==> src/rtl/eight_bit_serial_comparator.sv <==
// Purpose: MSB-first serial magnitude comparator, DIGIT bits per clock, unsigned or two's-complement.
// Latency: done pulses the cycle after the deciding edge; at most WIDTH/DIGIT edges after acceptance.
// Backpressure: none; start is only sampled in IDLE/DONE, and requests while busy are dropped.
module eight_bit_serial_comparator #(
    parameter int WIDTH = 8,
    parameter int DIGIT = 1
) (
    input  logic             clk,
    input  logic             rst_n,
    input  logic             start,
    input  logic             signed_mode,
    input  logic [WIDTH-1:0] A,
    input  logic [WIDTH-1:0] B,
    output logic             busy,
    output logic             done,
    output logic             AgB,
    output logic             BgA,
    output logic             AeB
);

    localparam int NDIG = WIDTH / DIGIT;
    localparam int CW   = (NDIG > 1) ? $clog2(NDIG) : 1;

    typedef enum logic [1:0] {
        IDLE = 2'd0,
        RUN  = 2'd1,
        DONE = 2'd2
    } state_t;

    state_t           state_q, state_d;
    logic [WIDTH-1:0] a_q, a_d;
    logic [WIDTH-1:0] b_q, b_d;
    logic             mode_q, mode_d;
    logic [CW-1:0]    cnt_q, cnt_d;
    logic             agb_q, agb_d;
    logic             bga_q, bga_d;
    logic             aeb_q, aeb_d;

    logic [DIGIT-1:0] dig_a;
    logic [DIGIT-1:0] dig_b;

    // Current top digit of each operand; in signed mode the sign bit of the
    // leading digit is flipped so the unsigned digit compare orders negatives first.
    always_comb begin
        dig_a = a_q[WIDTH-1 -: DIGIT];
        dig_b = b_q[WIDTH-1 -: DIGIT];
        if (mode_q && (cnt_q == '0)) begin
            dig_a[DIGIT-1] = ~dig_a[DIGIT-1];
            dig_b[DIGIT-1] = ~dig_b[DIGIT-1];
        end
    end

    // Next-state, operand shifting and result decision.
    always_comb begin
        state_d = state_q;
        a_d     = a_q;
        b_d     = b_q;
        mode_d  = mode_q;
        cnt_d   = cnt_q;
        agb_d   = agb_q;
        bga_d   = bga_q;
        aeb_d   = aeb_q;
        unique case (state_q)
            IDLE, DONE: begin
                if (start) begin
                    a_d     = A;
                    b_d     = B;
                    mode_d  = signed_mode;
                    cnt_d   = '0;
                    state_d = RUN;
                end else begin
                    state_d = IDLE;
                end
            end
            RUN: begin
                if (dig_a != dig_b) begin
                    // First differing digit decides; lower digits are irrelevant.
                    agb_d   = (dig_a > dig_b);
                    bga_d   = (dig_b > dig_a);
                    aeb_d   = 1'b0;
                    state_d = DONE;
                end else if (cnt_q == CW'(NDIG - 1)) begin
                    agb_d   = 1'b0;
                    bga_d   = 1'b0;
                    aeb_d   = 1'b1;
                    state_d = DONE;
                end else begin
                    a_d   = a_q << DIGIT;
                    b_d   = b_q << DIGIT;
                    cnt_d = cnt_q + CW'(1);
                end
            end
            default: state_d = IDLE;
        endcase
    end

    // State and datapath registers; reset clears everything including results.
    always_ff @(posedge clk or negedge rst_n) begin
        if (!rst_n) begin
            state_q <= IDLE;
            a_q     <= '0;
            b_q     <= '0;
            mode_q  <= 1'b0;
            cnt_q   <= '0;
            agb_q   <= 1'b0;
            bga_q   <= 1'b0;
            aeb_q   <= 1'b0;
        end else begin
            state_q <= state_d;
            a_q     <= a_d;
            b_q     <= b_d;
            mode_q  <= mode_d;
            cnt_q   <= cnt_d;
            agb_q   <= agb_d;
            bga_q   <= bga_d;
            aeb_q   <= aeb_d;
        end
    end

    assign busy = (state_q == RUN);
    assign done = (state_q == DONE);
    assign AgB  = agb_q;
    assign BgA  = bga_q;
    assign AeB  = aeb_q;

endmodule
==> config.mk <==
export PLATFORM = sky130hd
export DESIGN_NAME = eight_bit_serial_comparator
export DESIGN_NICKNAME = d
export VERILOG_FILES = /design/src/rtl/eight_bit_serial_comparator.sv
export SDC_FILE = /design/constraint.sdc
export NUM_CORES = 1
export LEC_CHECK = 0
export CORE_MARGIN = 1
export CORE_UTILIZATION = 45
export DETAILED_ROUTE_END_ITERATION = 8
export PLACE_DENSITY = 0.74
export SYNTH_ARGS = -nofsm -noshare
export SYNTH_HDL_FRONTEND = slang
export SYNTH_SLANG_ARGS = --single-unit
==> constraint.sdc <==
create_clock -name clk -period 1.6 [get_ports clk]
set_input_delay 0.32 -clock clk [delete_from_list [all_inputs] [get_ports clk]]
set_output_delay 0.32 -clock clk [all_outputs]
set_load 0.03 [all_outputs]
# Word level (Yosys, flattened, before mapping)

Cells that the tools add are included.

Word-level logic and storage cells: 53
Output and inout port bits: 5
Bits of input ports: 20
Flip-flop bits (word level): 25

Magnitude comparators: 2
Muxes and demuxes: 23
Reduce and logical (&&, ||, !) cells: 9
Eq/ne operators: 8
Add/sub/neg operators: 1
Bitwise operators: 2

Operators by type and width:

| cell                                                                     | count |
|---|---|
| 8-bit two-way mux                                                        | 6 |
| 8-bit case mux with 2 select lines                                       | 2 |
| 3-bit two-way mux                                                        | 3 |
| 1-bit two-way mux                                                        | 8 |
| 2-bit inequality test (second input constant)                            | 3 |
| 3-bit case mux with 2 select lines                                       | 1 |
| 2-bit two-way mux                                                        | 2 |
| 2-bit case mux with 2 select lines                                       | 1 |
| 2-bit AND reduction                                                      | 2 |
| 4-bit AND reduction                                                      | 1 |
| 2-bit nonzero test                                                       | 2 |
| 3-bit by 1-bit adder with 3-bit output (second input constant)           | 1 |
| 3-bit equality test (second input constant)                              | 1 |
| 3-bit logical NOT                                                        | 1 |
| 3-bit by 1-bit inequality test with 1-bit output (second input constant) | 1 |
| 2-bit by 1-bit equality test with 1-bit output (second input constant)   | 1 |
| 2-bit equality test (second input constant)                              | 1 |
| 1-bit greater-than comparator                                            | 2 |
| 2-bit logical NOT                                                        | 1 |
| 1-bit inverter                                                           | 2 |
| 2-bit OR reduction                                                       | 1 |
| 1-bit logical AND                                                        | 1 |
| 1-bit inequality test                                                    | 1 |

# Logic depth before layout (Yosys ltp)

Gate-level depths: netlist of run 1.

Depth after elaboration: 6
Depth in mapped cells: 6

# Worst setup path after synthesis of run 1

No wires, ideal clock.

Path type: flip-flop to flip-flop
From: register cnt_q[0]
To: register a_q[2]
Stages on the path, launching flop included: 6
Required time: 1.470 ns
Path buffers: 1
Data arrival time: 1.559 ns
Period minus slack after synthesis: 1.689 ns
Path slack: -0.089 ns
Library setup time: 0.130 ns
Cell sequence: dfrtp_1 ha_1 ha_1 o32ai_4 buf_4 a31oi_2

Cells in the longest elaborated chain, start to end: 6
Elaborated cells on any way between the ends: 9
Those cells by class: eq/ne: 4; mux: 2; reduce/logical: 3

Ends and longest elaborated chain:

| item                            | RTL line | source |
|---|---|---|
| start, declared                 | 34       | `logic [CW-1:0] cnt_q, cnt_d;` |
| start signal, assigned          | 113      | `cnt_q <= cnt_d;` |
| 3-bit logical NOT               | 47       | `if (mode_q && (cnt_q == '0)) begin` |
| 1-bit logical AND               | 47       |  |
| 1-bit two-way mux               | 47       |  |
| 1-bit inequality test           | 76       | `if (dig_a != dig_b) begin` |
| 2-bit inequality test (no line) | --       |  |
| 4-bit AND reduction (no line) * | --       |  |
| end signal, assigned            | 101      | `a_q <= '0;` |
| end signal, assigned            | 110      | `a_q <= a_d;` |
| end, declared                   | 31       | `logic [WIDTH-1:0] a_q, a_d;` |

Mark *: on every way between the ends. The rest lies on a longest branch, timed or not.
A chain may end at the register's enable or synchronous reset.

# Worst setup path in the final report of run 1

Same ends and word-level chain as after synthesis.

==> results of run 1 <==
==> sequential cells by signal, summed over array words and instances, names as in the netlist <==
| register | count |
|---|---|
| cnt_q | 3 |
| mode_q | 1 |
| BgA | 1 |
| AgB | 1 |
| a_q | 8 |
| AeB | 1 |
| b_q | 8 |
| state_q | 2 |
==> worst max-delay path, cell delays in order (launching register included) <==
cell and delay (ns):
dfrtp_1 0.41, ha_2 0.20, ha_4 0.16, o32ai_4 0.29
buf_12 0.16, clkbuf_16 0.15, nor2_2 0.04, a31oi_2 0.13
==> worst max path at each step <==
| stage | end | slack, ns | cells past startpoint |
|---|---|---|---|
| final | a_q[2]$_DFFE_PN0P_ | -0.01 | 7 |
| after CTS | a_q[2]$_DFFE_PN0P_ | 0.002 | 6 |
| after detailed placement | a_q[2]$_DFFE_PN0P_ | 0.02 | 6 |
| after global routing | a_q[1]$_DFFE_PN0P_ | -0.06 | 7 |
| after floorplan | a_q[7]$_DFFE_PN0P_ | 0.003 | 6 |
| after global placement | b_q[1]$_DFFE_PN0P_ | 0.07 | 6 |
==> cell families after synthesis <==
kind of cell             share of synthesized area (%)
AO/OA/AOI/OAI                                     19.1
XOR/XNOR                                          1.29
adder cells (fa/ha/maj)                           2.97
buffers and inverters                             5.93
flip-flops                                        49.5
multiplexers                                     0.890
AND/OR/NAND/NOR                                   20.4
==> power by group through the flow <==
stage / Clock (uW) / Combinational [uW] / Sequential, uW
floorplan: 0 / 1270 / 1140
CTS: 307 / 1750 / 1100
global route: 331 / 2440 / 1160
global placement: 0 / 1690 / 1100
finish: 293 / 2250 / 1120
detailed placement: 0 / 1750 / 1110
==> what timing repair did <==
item,4_1_cts,5_1_grt
gates cloned,0,3
resized for setup,6,19
setup buffers,0,2
pin swaps,0,2
setup endpoints to repair,5,20
==> stage by stage <==
| step | utilization (%) | instances |
|---|---|---|
| final | 68.8 | 198 |
| after global routing | 68.8 | 198 |
| after CTS | 63.3 | 193 |
| after detailed placement | 62.0 | 189 |
| after global placement | 62.0 | 189 |
| after floorplan | - | 133 |
==> routing by layer <==
layer / part of all wire [%] / GRT usage, %
met1: 43 / 20.2
met2: 53 / 33.3
met3: 2.9 / 2.73
met4: 1.1 / 8.33
met5: 0 / 0
==> final cells by class <==
type,instances,area [um^2],share of cell area (%)
multi-input cells,93,624,35.4
clock buffers,3,22.5,1.28
repair buffers,39,419,23.7
flip-flops and latches,25,626,35.4
well taps,30,37.5,2.13
inverters,7,28.8,1.63
clock inverters,1,7.51,0.425
==> placed cells by master (no fill, tap or decap), drive strengths merged <==
cell type and count:
a221o 2, nand3b 3, nor3b 2, and3b 1
a31oi 16, clkdlybuf4s50 19, ha 3, o32ai 1
nor2b 1, xor2 1, inv 7, clkbuf 7
dlygate4sd2 3, o21ai 5, o31ai 2, a21oi 2
nand2 30, nand3 3, buf 13, mux2 1
clkinvlp 1, dfrtp 25, nor2 19, nand2b 1
==> summary.txt, run 1 <==
Clock tree
  – Num CTS Buffers: 3
  – CTS Buffer Depth: 2
  – Cell chosen for the clock root: clkbuf_4
  – CTS Hold Bufs: 0
  – Clock latency on the worst-skew pair: 0.32 ns
  – CTS tree: done
  – H-tree depth: 1
  – Worst-path clk slew: 0.15 ns
  – Clock Sinks: 25

Floorplan
  – Die height: 55.0 um
  – Top Ports: 25
  – Initial Util: 49.3%
  – Site row count: 18
  – Core box area: 0.00257 mm^2
  – Die width: 55.0 um
  – Die ar.: 0.00303 mm^2

Power and ir drop
  – LEAKAGE: 0.000746 uW
  – Peak VDD IR: 1300 uV
  – Clk network pwr share: 8.0%
  – Net Sw Frac: 42.2%
  – Pint: 2120 uW
  – Reg power frac: 30.6%
  – Psw: 1540 uW
  – Final Power: 3660 uW
  – Logic gate share of total power: 61.4%
  – Power Density: 2070 mW/mm^2

Worst setup path
  – R2r worst-path depth: 7
  – Arr. time, crit path: 1.87 ns
  – Critical-path maximum fanout: 5
  – Reg2reg start: cnt_q[0]$_DFFE_PN0P_
  – WP data required: 1.86 ns
  – Critical Path Start: cnt_q[0]$_DFFE_PN0P_
  – Critical Path Sink Type: register
  – R2r setup slk: -0.01 ns
  – Reg2reg end: a_q[2]$_DFFE_PN0P_
  – Critical setup path kind: register to register
  – CP Launch Type: register

Status
  – Failing checks: setup timing
  – Status: finished with violations

Timing
  – Fin crit share: 101%
  – Slew margin rel.: 78.6%
  – Tmin final: 1.61 ns
  – Max Slew Vio Count: 0
  – Final hold slack: 0.334 ns
  – Clock Skew: 0.00987 ns
  – Worst slew pin tran: 0.321 ns
  – Final worst slack: -0.0131 ns
  – RSZ-0062 raised after global routing: yes
  – Max Fclk: 0.620 GHz
  – Final Hold Vio Count: 0
  – Final setup TNS: -0.0506 ns
  – # setup viols final: 9

Cells and area
  – Filler Cell Count: 202
  – Share of cells above drive strength 1: 25.6%
  – Area Overhead vs Synth: 39.6%
  – Fin area: 0.00177 mm^2
  – Number of nets in the layout: 192
  – Diode count: 0

Global route
  – Remaining global-route overflow: 0
  – First-pass GRT wire length: 3.87 mm
  – Initial antenna violation count: 0
  – Vias in the first global route: 938
  – Largest net degree at the start of global routing: 38
  – Total GRT Usage: 18.1%

Routing
  – Routed via count: 1062
  – Routed len/inst: 13.6 um
  – Routed wire length: 2.70 mm
  – Via density: 5.36
  – TritonRoute pass-1 iters: 4
  – Number of routed nets with antenna violations: 0
  – Drc violations: 0
  – DR iter-0 viols: 18

Yosys
  – Commonest cells post-synth: 30 x nand2_1, 25 x dfrtp_1, 19 x nor2_1
  – Netlist Area Pre-Place: 0.00126 mm^2
  – Syn_area_per_cell: 9.51 um^2
  – YS warnings: 0
  – Synth Register Bits: 25
  – Synth unique cells: 24
  – Sequential element share of the synthesized area: 49.5%
  – Synth async-reset ratio: 100%
  – Top_reg_cell synth: dfrtp_1
  – Mapped Cells: 133
  – Post-Syn Nets: 156
  – Top cell type's share of synthesized area: 49.5%
  – Top post-synthesis cells by area: dfrtp_1 49%, nand2_1 8.9%, a31oi_2 6.9%
  – Post-synth EDFFs: 0
  – Most frequent cell after synthesis: nand2_1
  – Largest area contributor in the netlist: dfrtp_1

Placed design
  – Final HPWL DP: 1.71 mm
  – Placement Setup Slack: 0.0157 ns
  – GP Congestion: 0.684
  – Port Buffer Count: 24
  – Placed cell area: 0.00159 mm^2

Job
  – Max-cap check violation count: 0

Worst hold path
  – Worst hold path type: input pin to asynchronous set/reset pin
Power figures use the tool's default switching activity.
==> run 2: changes to the inputs <==
CELL_PAD_IN_SITES_DETAIL_PLACEMENT = 1   (was not set)
CELL_PAD_IN_SITES_GLOBAL_PLACEMENT = 1   (was not set)
CORE_UTILIZATION = 38   (was 45)
GPL_ROUTABILITY_DRIVEN = 0   (was not set)
PLACE_DENSITY = not set   (was 0.74)
PLACE_DENSITY_LB_ADDON = 0.1   (was not set)
clock period = 1.5 ns   (was 1.6 ns; I/O delays follow)
==> summary.txt, run 2 (synthesis gave the netlist of run 1 again) <==
Clock tree
  – CTS Buffer Depth: 2
  – H-tree depth: 1
  – Worst-path clk slew: 0.16 ns
  – CTS Hold Bufs: 0
  – Clock latency on the worst-skew pair: 0.34 ns
  – Clock Sinks: 25
  – CTS tree: done
  – Cell chosen for the clock root: clkbuf_4
  – Num CTS Buffers: 3

Worst setup path
  – R2r worst-path depth: 7
  – Reg2reg end: a_q[6]$_DFFE_PN0P_
  – Critical setup path kind: register to register
  – Critical path's slowest cell: dfrtp_1
  – Reg2reg start: cnt_q[1]$_DFFE_PN0P_
  – CP Launch Type: register
  – Cell chain of the critical path: ha_2, ha_4, o32ai_4, buf_6, clkbuf_16, nor2_4, a31oi_1
  – Worst Setup EP: a_q[6]$_DFFE_PN0P_
  – WP data required: 1.76 ns
  – Critical-path maximum fanout: 7
  – Critical Path Start: cnt_q[1]$_DFFE_PN0P_
  – R2r setup slk: -0.17 ns
  – Critical Path Sink Type: register
  – Max stage delay on crit path: 0.41 ns
  – Arr. time, crit path: 1.93 ns

Global route
  – Largest net degree at the start of global routing: 28
  – First-pass GRT wire length: 4.97 mm
  – Initial antenna violation count: 0
  – Remaining global-route overflow: 0
  – Total GRT Usage: 18.9%
  – Vias in the first global route: 1106

Cells and area
  – Share of cells above drive strength 1: 27.5%
  – Number of nets in the layout: 195
  – Most frequent cells in the layout: 30 x nand2_1, 25 x dfrtp_1, 19 x clkdlybuf4s50_1
  – Final core occ: 57.5%
  – Area Overhead vs Synth: 40.9%
  – Fin area: 0.00178 mm^2
  – Diode count: 0
  – Commonest non-fill, non-tap cell in the layout: nand2_1
  – Largest regs: a_q (8), b_q (8), cnt_q (3)

Timing
  – # setup viols final: 15
  – Final worst slack: -0.170 ns
  – Fin crit share: 111%
  – Slew margin rel.: 78.1%
  – Worst slew pin tran: 0.328 ns
  – Final Hold Vio Count: 0
  – Tmin final: 1.67 ns
  – Final hold slack: 0.300 ns
  – RSZ-0062 raised after global routing: yes
  – Max Fclk: 0.599 GHz
  – Max Slew Vio Count: 0
  – Final setup TNS: -1.23 ns
  – Clock Skew: 0.0152 ns

Routing
  – Number of routed nets with antenna violations: 0
  – Drc violations: 0
  – DR iter-0 viols: 27
  – Routed len/inst: 14.8 um
  – Routed via count: 1079
  – TritonRoute pass-1 iters: 3
  – Met2 WL: 1.55 mm
  – Via density: 5.02
  – Routed wire length: 3.19 mm
  – DR WL met3: 120 um
  – Uppermost layer routed: met4
  – M1 WL: 1.43 mm

Floorplan
  – Initial Util: 40.8%
  – Top Ports: 25
  – Die width: 59.7 um
  – Die height: 59.7 um
  – Site row count: 20
  – Core box area: 0.00310 mm^2
  – Die ar.: 0.00356 mm^2

Status
  – Status: finished with violations
  – Failing checks: setup timing

Placed design
  – Final HPWL DP: 2.13 mm
  – Placed cell area: 0.00163 mm^2
  – Placement Setup Slack: -0.0653 ns
  – Port Buffer Count: 24

Job
  – Max-cap check violation count: 0

Power and ir drop
  – Power Density: 2200 mW/mm^2
  – LEAKAGE: 0.000752 uW
  – Peak VDD IR: 866 uV

Worst hold path
  – Worst hold path type: input pin to asynchronous set/reset pin
run 2: changes by cell type in the layout (fill, tap and decap cells not counted), sizes merged:
| cell | before | now |
|---|---|---|
| buf | 13 | 18 |
| dlygate4sd2 | 3 | 1 |
| clkdlybuf4s15 | 0 | 2 |
| clkbuf | 7 | 5 |
run 2: cell type report:
type	count	area (um^2)
clock buffer	3	22.5
clock inverter	1	7.51
fill	365	1320
inverter	7	26.3
multi-input combinational	93	622
sequential	25	626
tap	44	55.1
timing repair buffer	42	424
run 2: critical path: cells and delay by family (launching register included):
kind	cells	cell delay [ns]
AOI/OAI and AO/OA	2	0.46
DFF	1	0.41
adders and majority gates	2	0.36
buffers and inverters	2	0.33
and+or+nand+nor	1	0.03
run 2: how the worst min path moves through the flow:
stage | start | slack (ns) | cells past startpoint | end
after floorplan | rst_n | 0.004 | 0 | AeB$_DFFE_PN0P_
after global placement | mode_q$_DFFE_PN0P_ | 0.51 | 1 | mode_q$_DFFE_PN0P_
after detailed placement | AeB$_DFFE_PN0P_ | 0.53 | 2 | AeB$_DFFE_PN0P_
after CTS | rst_n | 0.32 | 2 | b_q[7]$_DFFE_PN0P_
after global routing | rst_n | 0.32 | 2 | b_q[7]$_DFFE_PN0P_
final | rst_n | 0.30 | 2 | b_q[7]$_DFFE_PN0P_
run 2: report_power, final:
group	total [uW]	internal (uW)	leakage, uW	switching [uW]
Sequential	1210	987	0.000297	223
Combinational	2390	1140	0.000441	1240
Clock	332	102	0.0000139	229
Total	3930	2230	0.000752	1690
run 2: metal layers:
layer | vias to the layer above | track usage [%]
li1 | 527 | -
met3 | 9 | 3.25
met2 | 23 | 32.5
met4 | 0 | 8.97
met5 | - | 0
met1 | 520 | 22.7
run 2: per-stage QoR:
stage          power [uW]  std cells
5_1_grt              4240        215
6_report             3930        215
3_5_place_dp         3190        206
2_1_floorplan        2560        133
3_3_place_gp         3080        206
4_1_cts              3550        211
run 2: timing repair:
action	in CTS	in global routing
pin swaps	0	2
setup buffers	1	3
setup endpoints to repair	22	24
gates cloned	0	2
resized for setup	6	15
==> run 3: changes to the inputs <==
TNS_END_PERCENT = 50   (was not set)
==> summary.txt, run 3 (synthesis gave the netlist of run 1 again) <==
Status
  – Status: finished with violations
  – Failing checks: setup timing

Clock tree
  – Clock latency on the worst-skew pair: 0.34 ns
  – Worst-path clk slew: 0.15 ns
  – CTS tree: done
  – Clock Sinks: 25
  – H-tree depth: 1
  – Num CTS Buffers: 3
  – Cell chosen for the clock root: clkbuf_4
  – CTS Buffer Depth: 2

Worst setup path
  – Reg2reg end: a_q[6]$_DFFE_PN0P_
  – R2r worst-path depth: 7
  – WP data required: 1.77 ns
  – Buf/Inv on CP: 2
  – Critical Path Sink Type: register
  – CP top delay family: compound AO/OA/AOI/OAI gates
  – Critical-path maximum fanout: 7
  – R2r setup slk: -0.14 ns
  – Critical setup path kind: register to register
  – Arr. time, crit path: 1.91 ns
  – CP Launch Type: register
  – Reg2reg start: cnt_q[1]$_DFFE_PN0P_
  – Max stage delay on crit path: 0.41 ns
  – Cell chain of the critical path: ha_2, ha_4, o32ai_4, buf_6, clkbuf_16, nor2_1, a31oi_1
  – Critical path's slowest cell: dfrtp_1

Placed design
  – Port Buffer Count: 24
  – Inst Count DP: 206
  – Final HPWL DP: 2.13 mm

Timing
  – Final worst slack: -0.143 ns
  – Clock Skew: 0.0114 ns
  – Fin crit share: 110%
  – Final hold slack: 0.306 ns
  – Slew margin rel.: 78.2%
  – Tmin final: 1.64 ns
  – Max Fclk: 0.608 GHz
  – Worst slew pin tran: 0.327 ns
  – # setup viols final: 16
  – Max Slew Vio Count: 0
  – Final setup TNS: -1.20 ns
  – Final Hold Vio Count: 0
  – RSZ-0062 raised after global routing: yes

Cells and area
  – Most frequent cells in the layout: 30 x nand2_1, 25 x dfrtp_1, 19 x clkdlybuf4s50_1
  – Share of cells above drive strength 1: 25.9%
  – Largest regs: a_q (8), b_q (8), cnt_q (3)
  – Filler Cell Count: 371
  – Commonest non-fill, non-tap cell in the layout: nand2_1
  – Number of nets in the layout: 194
  – Area taken by flip-flops and latches: 626 um^2
  – Footprint of the multi-input gates: 612 um^2
  – Diode count: 0
  – Post-route insts no fill: 214
  – Area Overhead vs Synth: 39.6%

Floorplan
  – Die width: 59.7 um
  – Site row count: 20
  – Die height: 59.7 um
  – Initial Util: 40.8%
  – Top Ports: 25
  – Die ar.: 0.00356 mm^2
  – Core box area: 0.00310 mm^2

Routing
  – Routed len/inst: 15.0 um
  – DR iter-0 viols: 34
  – TritonRoute pass-1 iters: 4
  – Routed wire length: 3.20 mm
  – Number of routed nets with antenna violations: 0
  – Routed via count: 1061
  – Drc violations: 0
  – Via density: 4.96

Power and ir drop
  – Pint: 2210 uW
  – Peak VDD IR: 882 uV
  – Final Power: 3870 uW
  – Clk network pwr share: 8.4%
  – Psw: 1660 uW
  – Reg power frac: 31.1%
  – Net Sw Frac: 43.0%
  – Logic gate share of total power: 60.4%
  – Power Density: 2190 mW/mm^2
  – LEAKAGE: 0.000747 uW

Global route
  – Vias in the first global route: 1110
  – Largest net degree at the start of global routing: 28
  – Remaining global-route overflow: 0
  – Initial antenna violation count: 0
  – First-pass GRT wire length: 4.97 mm
  – Total GRT Usage: 18.9%

Worst hold path
  – Worst hold path type: input pin to asynchronous set/reset pin

Job
  – Max-cap check violation count: 0
## run 3: cell count changes in the layout (fill, tap and decap cells not counted), sizes merged
| cell | previous run | this run |
|---|---|---|
| buf | 18 | 17 |
## run 3: through the flow
step	util, %	cell area (um^2)	setup WS (ns)
after floorplan	-	1290	-0.0620
after global placement	52.6	1630	-0.00666
after detailed placement	52.6	1630	-0.0653
after CTS	53.9	1670	-0.0908
after global routing	56.9	1770	-0.230
final	56.9	1770	-0.143
## run 3: cell type report
type / count / share of cell area, %
clock inverters: 1 / 0.425
repair buffers: 41 / 23.6
well taps: 44 / 3.12
flip-flops and latches: 25 / 35.4
inverters: 7 / 1.49
clock buffers: 3 / 1.28
multi-input cells: 93 / 34.7
## run 3: power groups by stage
stage	sequential [uW]	combinational (uW)	clock, uW
finish	1210	2340	326
global placement	1170	1900	0
global route	1240	2570	364
floorplan	1210	1350	0
detailed placement	1200	1990	0
CTS	1190	2020	337
## run 3: how the worst max path moves through the flow
| stage | startpoint | endpoint | cells after the start |
|---|---|---|---|
| 2_1_floorplan | cnt_q[0]$_DFFE_PN0P_ | a_q[7]$_DFFE_PN0P_ | 6 |
| 3_3_place_gp | cnt_q[0]$_DFFE_PN0P_ | a_q[1]$_DFFE_PN0P_ | 6 |
| 3_5_place_dp | cnt_q[0]$_DFFE_PN0P_ | a_q[1]$_DFFE_PN0P_ | 6 |
| 4_1_cts | cnt_q[0]$_DFFE_PN0P_ | a_q[1]$_DFFE_PN0P_ | 6 |
| 5_1_grt | cnt_q[1]$_DFFE_PN0P_ | a_q[6]$_DFFE_PN0P_ | 7 |
| 6_report | cnt_q[1]$_DFFE_PN0P_ | a_q[6]$_DFFE_PN0P_ | 7 |
## run 3: what timing repair did
| item | in CTS | in global routing |
|---|---|---|
| setup endpoints to repair | 22 | 24 |
| pin swaps | 0 | 2 |
| gates resized for setup | 6 | 12 |
| hold buffers | 0 | 0 |
| gates cloned | 0 | 2 |
| setup buffers | 1 | 2 |
## run 3: metal layers
metal	vias up	wire length, um	GRT usage (%)
li1	527	-	-
met1	510	1440	22.7
met2	19	1600	32.5
met3	5	108	3.25
met4	0	50	8.97
met5	-	0	0
## run 3: worst reg2reg max path: cells and delay by family (launching register included)
family / cells / cell delay (ns)
adder cells (fa/ha/maj): 2 / 0.37
buffers and inverters: 2 / 0.32
flip-flops: 1 / 0.41
AO/OA/AOI/OAI: 2 / 0.44
AND/OR/NAND/NOR: 1 / 0.04
